### src/rtl/alu_pkg.sv
// Shared ALU control encodings, sequencer states and decode helpers.
package alu_pkg;

    localparam logic [1:0] ALUOP_ADD   = 2'b00;
    localparam logic [1:0] ALUOP_SUB   = 2'b01;
    localparam logic [1:0] ALUOP_RTYPE = 2'b10;

    localparam logic [5:0] F_AND = 6'd0;
    localparam logic [5:0] F_OR  = 6'd1;
    localparam logic [5:0] F_MUL = 6'd2;
    localparam logic [5:0] F_DIV = 6'd3;
    localparam logic [5:0] F_XOR = 6'd4;
    localparam logic [5:0] F_NOR = 6'd5;
    localparam logic [5:0] F_SLL = 6'd6;
    localparam logic [5:0] F_SRL = 6'd7;
    localparam logic [5:0] F_SRA = 6'd8;
    localparam logic [5:0] F_SLT = 6'd9;

    localparam logic [3:0] CTL_ILLEGAL = 4'b0000;
    localparam logic [3:0] CTL_ADD     = 4'b0001;
    localparam logic [3:0] CTL_SUB     = 4'b0010;
    localparam logic [3:0] CTL_AND     = 4'b0011;
    localparam logic [3:0] CTL_OR      = 4'b0100;
    localparam logic [3:0] CTL_MUL     = 4'b0101;
    localparam logic [3:0] CTL_DIV     = 4'b0110;
    localparam logic [3:0] CTL_XOR     = 4'b0111;
    localparam logic [3:0] CTL_NOR     = 4'b1000;
    localparam logic [3:0] CTL_SLL     = 4'b1001;
    localparam logic [3:0] CTL_SRL     = 4'b1010;
    localparam logic [3:0] CTL_SRA     = 4'b1011;
    localparam logic [3:0] CTL_SLT     = 4'b1100;

    typedef enum logic [1:0] {
        ST_IDLE,
        ST_EXEC,
        ST_RESP
    } state_e;

    function automatic logic is_multicycle(input logic [3:0] ctl);
        return (ctl == CTL_MUL) || (ctl == CTL_DIV);
    endfunction

endpackage

### src/rtl/alu_op_sequencer_lut.sv
// Combinational ALU_Op/funct to ALU_Control lookup, shared by control paths.
module alu_ctrl_lut
    import alu_pkg::*;
#(
    parameter int N = 6,
    parameter int M = 2,
    parameter int L = 4
) (
    input  logic [M-1:0] alu_op_i,
    input  logic [N-1:0] funct_i,
    output logic [L-1:0] ctl_o,
    output logic         illegal_o
);

    always_comb begin
        ctl_o     = L'(CTL_ILLEGAL);
        illegal_o = 1'b0;
        if (!alu_op_i[M-1]) begin
            ctl_o = alu_op_i[0] ? L'(CTL_SUB) : L'(CTL_ADD);
        end else begin
            case (funct_i)
                N'(F_AND): ctl_o = L'(CTL_AND);
                N'(F_OR):  ctl_o = L'(CTL_OR);
                N'(F_MUL): ctl_o = L'(CTL_MUL);
                N'(F_DIV): ctl_o = L'(CTL_DIV);
                N'(F_XOR): ctl_o = L'(CTL_XOR);
                N'(F_NOR): ctl_o = L'(CTL_NOR);
                N'(F_SLL): ctl_o = L'(CTL_SLL);
                N'(F_SRL): ctl_o = L'(CTL_SRL);
                N'(F_SRA): ctl_o = L'(CTL_SRA);
                N'(F_SLT): ctl_o = L'(CTL_SLT);
                default:   illegal_o = 1'b1;
            endcase
        end
    end

endmodule

### src/rtl/alu_op_sequencer.sv
// Registered ALU control sequencer: decode, multi-cycle hold, valid/ready output.
module alu_op_sequencer
    import alu_pkg::*;
#(
    parameter int N          = 6,
    parameter int M          = 2,
    parameter int L          = 4,
    parameter int MUL_CYCLES = 4,
    parameter int DIV_CYCLES = 16,
    parameter int CNT_W      =
        $clog2((MUL_CYCLES > DIV_CYCLES ? MUL_CYCLES : DIV_CYCLES) + 1)
) (
    input  logic         clk,
    input  logic         rst,
    input  logic         in_valid,
    output logic         in_ready,
    input  logic [M-1:0] ALU_Op,
    input  logic [N-1:0] funct,
    input  logic         flush,
    input  logic         out_ready,
    output logic         out_valid,
    output logic [L-1:0] ALU_Control,
    output logic         illegal,
    output logic         alu_busy
);

    state_e           state_q, state_d;
    logic [L-1:0]     ctl_q, ctl_d;
    logic             ill_q, ill_d;
    logic [CNT_W-1:0] cnt_q, cnt_d;
    logic             valid_q, busy_q;

    logic [L-1:0]     lut_ctl;
    logic             lut_ill;
    logic [CNT_W-1:0] lut_cnt;
    logic             lut_multi;
    logic             accept;

    alu_ctrl_lut #(.N(N), .M(M), .L(L)) u_lut (
        .alu_op_i  (ALU_Op),
        .funct_i   (funct),
        .ctl_o     (lut_ctl),
        .illegal_o (lut_ill)
    );

    // A latency of 1 degenerates a multi-cycle op into a single-cycle one.
    assign lut_cnt   = (lut_ctl == L'(CTL_MUL)) ? CNT_W'(MUL_CYCLES - 1)
                                                : CNT_W'(DIV_CYCLES - 1);
    assign lut_multi = is_multicycle(4'(lut_ctl)) && (lut_cnt != '0);

    assign in_ready = !flush && ((state_q == ST_IDLE) ||
                                 ((state_q == ST_RESP) && out_ready));
    assign accept   = in_valid && in_ready;

    always_comb begin
        state_d = state_q;
        ctl_d   = ctl_q;
        ill_d   = ill_q;
        cnt_d   = cnt_q;
        if (flush) begin
            state_d = ST_IDLE;
            ill_d   = 1'b0;
            cnt_d   = '0;
        end else if (accept) begin
            ctl_d = lut_ctl;
            ill_d = lut_ill;
            if (lut_multi) begin
                state_d = ST_EXEC;
                cnt_d   = lut_cnt;
            end else begin
                state_d = ST_RESP;
                cnt_d   = '0;
            end
        end else begin
            unique case (state_q)
                ST_EXEC: begin
                    cnt_d = cnt_q - CNT_W'(1);
                    if (cnt_q == CNT_W'(1)) begin
                        state_d = ST_RESP;
                    end
                end
                ST_RESP: begin
                    if (out_ready) begin
                        state_d = ST_IDLE;
                    end
                end
                default: ;
            endcase
        end
    end

    // Status flags come straight from flops so the stall line never glitches.
    always_ff @(posedge clk or posedge rst) begin
        if (rst) begin
            state_q <= ST_IDLE;
            ctl_q   <= '0;
            ill_q   <= 1'b0;
            cnt_q   <= '0;
            valid_q <= 1'b0;
            busy_q  <= 1'b0;
        end else begin
            state_q <= state_d;
            ctl_q   <= ctl_d;
            ill_q   <= ill_d;
            cnt_q   <= cnt_d;
            valid_q <= (state_d == ST_RESP);
            busy_q  <= (state_d == ST_EXEC);
        end
    end

    assign out_valid   = valid_q;
    assign alu_busy    = busy_q;
    assign ALU_Control = ctl_q;
    assign illegal     = ill_q;

endmodule

### config.mk
export PLATFORM = sky130hd
export DESIGN_NAME = alu_op_sequencer
export DESIGN_NICKNAME = d
export VERILOG_FILES = /design/src/rtl/alu_pkg.sv /design/src/rtl/alu_op_sequencer_lut.sv /design/src/rtl/alu_op_sequencer.sv
export SDC_FILE = /design/constraint.sdc
export NUM_CORES = 1
export LEC_CHECK = 0
export ABC_AREA = 1
export BUFFER_PORTS_ARGS = -buffer_cell sky130_fd_sc_hd__buf_2
export CAP_MARGIN = 30
export CORE_MARGIN = 5
export CORE_UTILIZATION = 40
export CTS_BUF_LIST = sky130_fd_sc_hd__clkbuf_4 sky130_fd_sc_hd__clkbuf_8
export CTS_CLUSTER_SIZE = 30
export DETAILED_ROUTE_END_ITERATION = 8
export PLACE_DENSITY_LB_ADDON = 0.1
export SETUP_SLACK_MARGIN = 0.05
export SLEW_MARGIN = 25
export SYNTH_ARGS = -nofsm -noshare
export SYNTH_HDL_FRONTEND = slang
export SYNTH_HIERARCHICAL = 1
export SYNTH_SLANG_ARGS = --single-unit
### constraint.sdc
create_clock -name clk -period 1.6 [get_ports clk]
set_clock_uncertainty 0.05 [all_clocks]
set_input_delay 0.08 -clock clk [delete_from_list [all_inputs] [get_ports clk]]
set_output_delay 0.08 -clock clk [all_outputs]
set_load 0.005 [all_outputs]
# --- Word level (Yosys, flattened, before mapping) ---
# Index checks and enable logic that the tools add are counted.
# Widths: inputs -> output; s select.
word_totals:
  out_inout_bits: 8
  regBits: 14
  in_bits: 13
  elab_cells: 56
classes:
  addsub: 1
  bitwise: 1
  n_mux: 18
  reduce_logical: 14
  eq_ne: 16
op_table:
  columns: ["op", "count"]
  rows:
  - ["$pmux 4 s10", 1]
  - ["$eq 6x3->1 const B", 4]
  - ["$mux 5", 3]
  - ["$eq 6x2->1 const B", 2]
  - ["$eq 6x4->1 const B", 2]
  - ["$mux 2", 6]
  - ["$mux 4", 3]
  - ["$reduce_or 10->1", 1]
  - ["$eq 4x3->1 const B", 2]
  - ["$eq 6x1->1 const B", 1]
  - ["$logic_not 6->1", 1]
  - ["$eq 5x1->1 const B", 1]
  - ["$reduce_bool 5->1", 1]
  - ["$sub 5x1->5 const B", 1]
  - ["$eq 2x1->1 const B", 2]
  - ["$eq 2x2->1 const B", 2]
  - ["$logic_and 1x1->1", 4]
  - ["$mux 1", 4]
  - ["$pmux 2 s2", 1]
  - ["$reduce_bool 3->1", 1]
  - ["$logic_not 2->1", 1]
  - ["$logic_or 1x1->1", 2]
  - ["$reduce_and 2->1", 1]
  - ["$reduce_bool 2->1", 1]
  - ["2 further kinds", 2]

# --- Logic depth before layout (Yosys ltp) ---
logic_depth:
  ltp_word: 11
  mapped_depth: 13
  ltp_nobuf: 13

# --- By module ---
# The synthesis kept the hierarchy.
by_module_without_submodules:
  columns: ["module", "n_inst", "area_each_um2", "seq_area_each_um2", "cells_each"]
  rows:
  - ["alu_op_sequencer", 1, 850.8, 350.3, 108]
  - ["alu_ctrl_lut", 1, 143.9, 0.0, 32]

# --- Least setup slack after synthesis ---
# Ideal clock, no wire load.
synth_path:
  kind: "register to register"
  startpoint: "register state_q[0]"
  endpoint: "register cnt_q[3]"
  path_slack_ns: 0.254
  period_less_slack_ns: 1.346
  path_buffers: 0
  setup_time_ns: 0.117
  required_ns: 1.433
  stages_incl_launch_ff: 9
  t_arrival_ns: 1.178
  cell_sequence: "dfrtp_1 inv_1 ha_1 nand2_2 nand2_4 a21oi_2 nand2_2 nand3_1 nand2_1"
synth_via:
  elab_chain_len: 7
  elab_cells_between_ends: 10
  cone_classes: "eq/ne (2); mux (2); reduce/logical (6)"
synth_lines:
  columns: ["item", "line", "text"]
  rows:
  - ["from (decl)", "alu_op_sequencer.sv:27", "state_e state_q, state_d;"]
  - ["from (signal assigned)", "alu_op_sequencer.sv:102", "state_q <= state_d;"]
  - ["$eq 2x2->1", "alu_op_sequencer.sv:52", "((state_q == ST_RESP) && out_ready));"]
  - ["$logic_and 1x1->1", "alu_op_sequencer.sv:52", null]
  - ["$logic_or 1x1->1", "alu_op_sequencer.sv:51", "assign in_ready = !flush && ((state_q == ST_IDLE) ||"]
  - ["$logic_and 1x1->1", "alu_op_sequencer.sv:51", null]
  - ["$logic_and 1x1->1", "alu_op_sequencer.sv:53", "assign accept = in_valid && in_ready;"]
  - ["$mux 5", "alu_op_sequencer.sv:64", "end else if (accept) begin"]
  - ["$mux 5", "alu_op_sequencer.sv:60", "if (flush) begin"]
  - ["to (signal assigned)", "alu_op_sequencer.sv:105", "cnt_q <= cnt_d;"]
  - ["to (decl)", "alu_op_sequencer.sv:30", "logic [CNT_W-1:0] cnt_q, cnt_d;"]
# Parallel ways exist; a longest one is shown, timed or not.
# A chain may end at the register's enable or synchronous reset.

# --- Worst setup path in the final report ---
layout_path:
  startpoint: "register state_q[0]"
  endpoint: "register cnt_q[1]"
# Same word-level chain as after synthesis.

==> results.tsv <==
stage	metric	value	unit
outcome	status	finished clean	
yosys	simple-gate share of the synthesized area	0.370	
worst_hold_path	Min-Delay Path Class	in -> reg	
clock_network	Clock Root Buffer	clkbuf_4	
route	wire per inst	11.6	um
cells_and_area	commonest non-fill, non-tap cell in the layout	nand2_1	
sta	Slew HR	0.623	
cells_and_area	most frequent cells in the layout	nand2_1 (35), inv_1 (21), buf_2 (20), dfrtp_1 (14), nand3_1 (14)	
setup_path	crit end category	flip-flop	
clock_network	clock sinks	14	
grt	vias in the first global route	955	
sta	total negative slack	0	ns
placed_design	DP HPWL	1.75	mm
grt	largest net degree at the start of global routing	15	
clock_network	H-Tree Depth	1	
route	vias	944	
yosys	multiplexer share of the synthesized area	0.0113	
route	vias per cell	4.70	
setup_path	Max FO, Critical Path	5	
route	drt drc	0	
route	DRT Wirelength	2.33	mm
route	met2 WL	1.18	mm
clock_network	Longest Clk Path Bufs	2	
sta	unrepaired setup endpoints after global routing	no	
grt	initial antenna violation count	0	
cells_and_area	layout overhead on the synthesized area	25.3	%
route	met1 wire length	1.03	mm
clock_network	Num CTS Buffers	3	
yosys	Post-Synth XOR/XNOR Area	0.00881	
sta	Max Freq	678	MHz
sta	Final min period	1.47	ns
floorplanning	starting density of the core	0.409	
grt	total global routing overflow	0	
setup_path	CP Class	reg -> reg	
grt	first-pass GRT wire length	3.87	mm
cells_and_area	Finished Layout Cells	201	
cells_and_area	layout cells sized above 1	0.327	
grt	GRT Overall Usage	0.145	
yosys	largest family of logic cells by synthesized area	simple AND/OR/NAND/NOR gates	
yosys	cell count after synthesis	140	
route	drt initial violations	57	
yosys	Mean Syn Cell Area	7.11	um^2
clock_network	Worst-path clk slew	0.10	ns
floorplanning	die width	59.9	um
yosys	register area share after synthesis	0.352	
yosys	Netlist cell types	23	
sta	Final Max Slew Viols	0	
yosys	Synth Warn #	6	
sta	Final Cycle Share	0.921	
power_and_ir_drop	PwrDens	948	nW/um^2
setup_path	Worst path max stage delay	0.42	ns
power_and_ir_drop	P_leak	0.684	nW
clock_network	CTS tree	yes	
yosys	Synth Area in Compound Gates	0.0805	
floorplanning	Cell Rows	18	
route	Initial DRT Pass Iterations	4	
setup_path	CP cell instances	inv_2, ha_2, nand2_2, nand2_4, nand3_4, nor2_4, nand2_2, nand2_1, o21ai_1	
cells_and_area	Final Core Density	0.512	
setup_path	Data required, critical path	1.72	ns
floorplanning	core area	2430	um^2
job	max cap viols	0	
route	metal3 WL	81	um
clock_network	Clock Latency Late Sink	0.29	ns
floorplanning	Die ar.	3580	um^2
cells_and_area	# nets final	190	
route	antenna viol nets, final	0	
cells_and_area	diode count	0	
floorplanning	chip height	59.9	um
route	uppermost layer routed	met4	
yosys	Syn Std Cell Area	995	um^2
placed_design	global placer's final weighted congestion	0.890	
sta	Final setup viols	0	
placed_design	PortBufs	20	
floorplanning	num ports	21	
yosys	Seq cells post-synth	14	
setup_path	CP startpoint kind	flip-flop	
setup_path	crit path DAT	1.60	ns
placed_design	Placed Instances	189	
setup_path	Crit-path slowest cell	dfrtp_1	
sta	final hold vios	0	
sta	Worst Tran Pin Value	0.565	ns
setup_path	Crit path top cell by count	nand2_2	
yosys	synthesized net count	158	
yosys	Adder-Cell Fraction of Synth Area	0.0629	
power_and_ir_drop	Worst VDD drop	0.000496	V
[area by class of cell]
type	count	area, um^2
fillers	251	1190
multi-input cells	99	564
flip-flops and latches	14	350
repair buffers	27	155
inverters	27	103
well taps	30	37.5
clock buffers	4	36.3
[synthesized netlist by cell type]
cell      instances  area, um^2
nand2_1          35         131
inv_1            23        86.3
dfrtp_1          14         350
nand3_1          14        70.1
nor2_1           13        48.8
o21ai_1           6        30.0
ha_1              5        62.6
nand2_2           5        31.3
inv_2             3        11.3
nor2_2            3        18.8
o21ai_0           3        15.0
a21oi_1           2        10.0
a21oi_2           2        17.5
nand3_2           2        20.0
nand4_1           2        12.5
buf_6             1        11.3
clkinv_2          1        5.00
mux2_1            1        11.3
nand2_4           1        11.3
nand3_4           1        17.5
o21bai_1          1        7.51
or2_2             1        6.26
xor2_1            1        8.76
[per-layer routing]
metal,vias to the layer above,global-route usage
met5,-,0
met4,0,0.0759
met3,6,0.0281
met2,19,0.241
met1,419,0.176
li1,500,-
[worst paths after layout]
kind / slack (ns) / depth (start not counted) / from / end
worst max-delay path: 0.13 / 9 / state_q[0] / cnt_q[1]
worst min-delay path: 0.11 / 3 / in_valid / illegal
worst max register to register: 0.13 / 9 / state_q[0] / cnt_q[1]
worst min register to register: 0.45 / 2 / ALU_Control[0] / ALU_Control[0]
max in group asynchronous: 0.78 / 3 / rst / alu_busy
min in group asynchronous: 0.34 / 3 / rst / ALU_Control[0]
[registers in the layout (all words and copies together), names as in the netlist]
| signal | count |
|---|---|
| ALU_Control | 4 |
| alu_busy | 1 |
| cnt_q | 5 |
| illegal | 1 |
| out_valid | 1 |
| state_q | 2 |
[cells by family (layout without fill, tap and decap cells)]
group	after synthesis	in the layout
compound gates	14	14
fa+ha+maj	5	5
xor+xnor	1	1
flops	14	14
simple gates	77	78
buf+inv	28	58
mux	1	1
[metrics by stage]
stage                     cell area, um^2  hold slack [ns]  power [mW]  setup slack, ns
after floorplan                       995          -0.0808       0.757            0.254
after global placement               1120            0.109       0.869            0.107
after detailed placement             1120            0.109       0.874           0.0550
after CTS                            1200           0.0703        1.15           0.0882
after global routing                 1250            0.109        1.28           0.0497
final                                1250            0.114        1.18            0.126
[worst max-delay path: cells and delay by family (launching register included)]
kind	cells	cell delay [ns]
compound gates	1	0.08
simple gates	6	0.56
flops	1	0.42
fa+ha+maj	1	0.18
buf+inv	1	0.07
[what timing repair did]
item / in CTS / in global routing
hold buffers: 1 / 0
pin swaps: 0 / 1
gates cloned: 0 / 1
gates resized for setup: 0 / 8
buffers inserted: 4 / 2
setup endpoints to repair: 2 / 8
hold endpoints to repair: 14 / 0
[power by group]
group / switching, mW / internal (mW)
clock network: 0.127 / 0.139
registers: 0.0406 / 0.415
logic: 0.278 / 0.182
total: 0.446 / 0.736
Note: power is estimated with default switching activity, not from simulation.
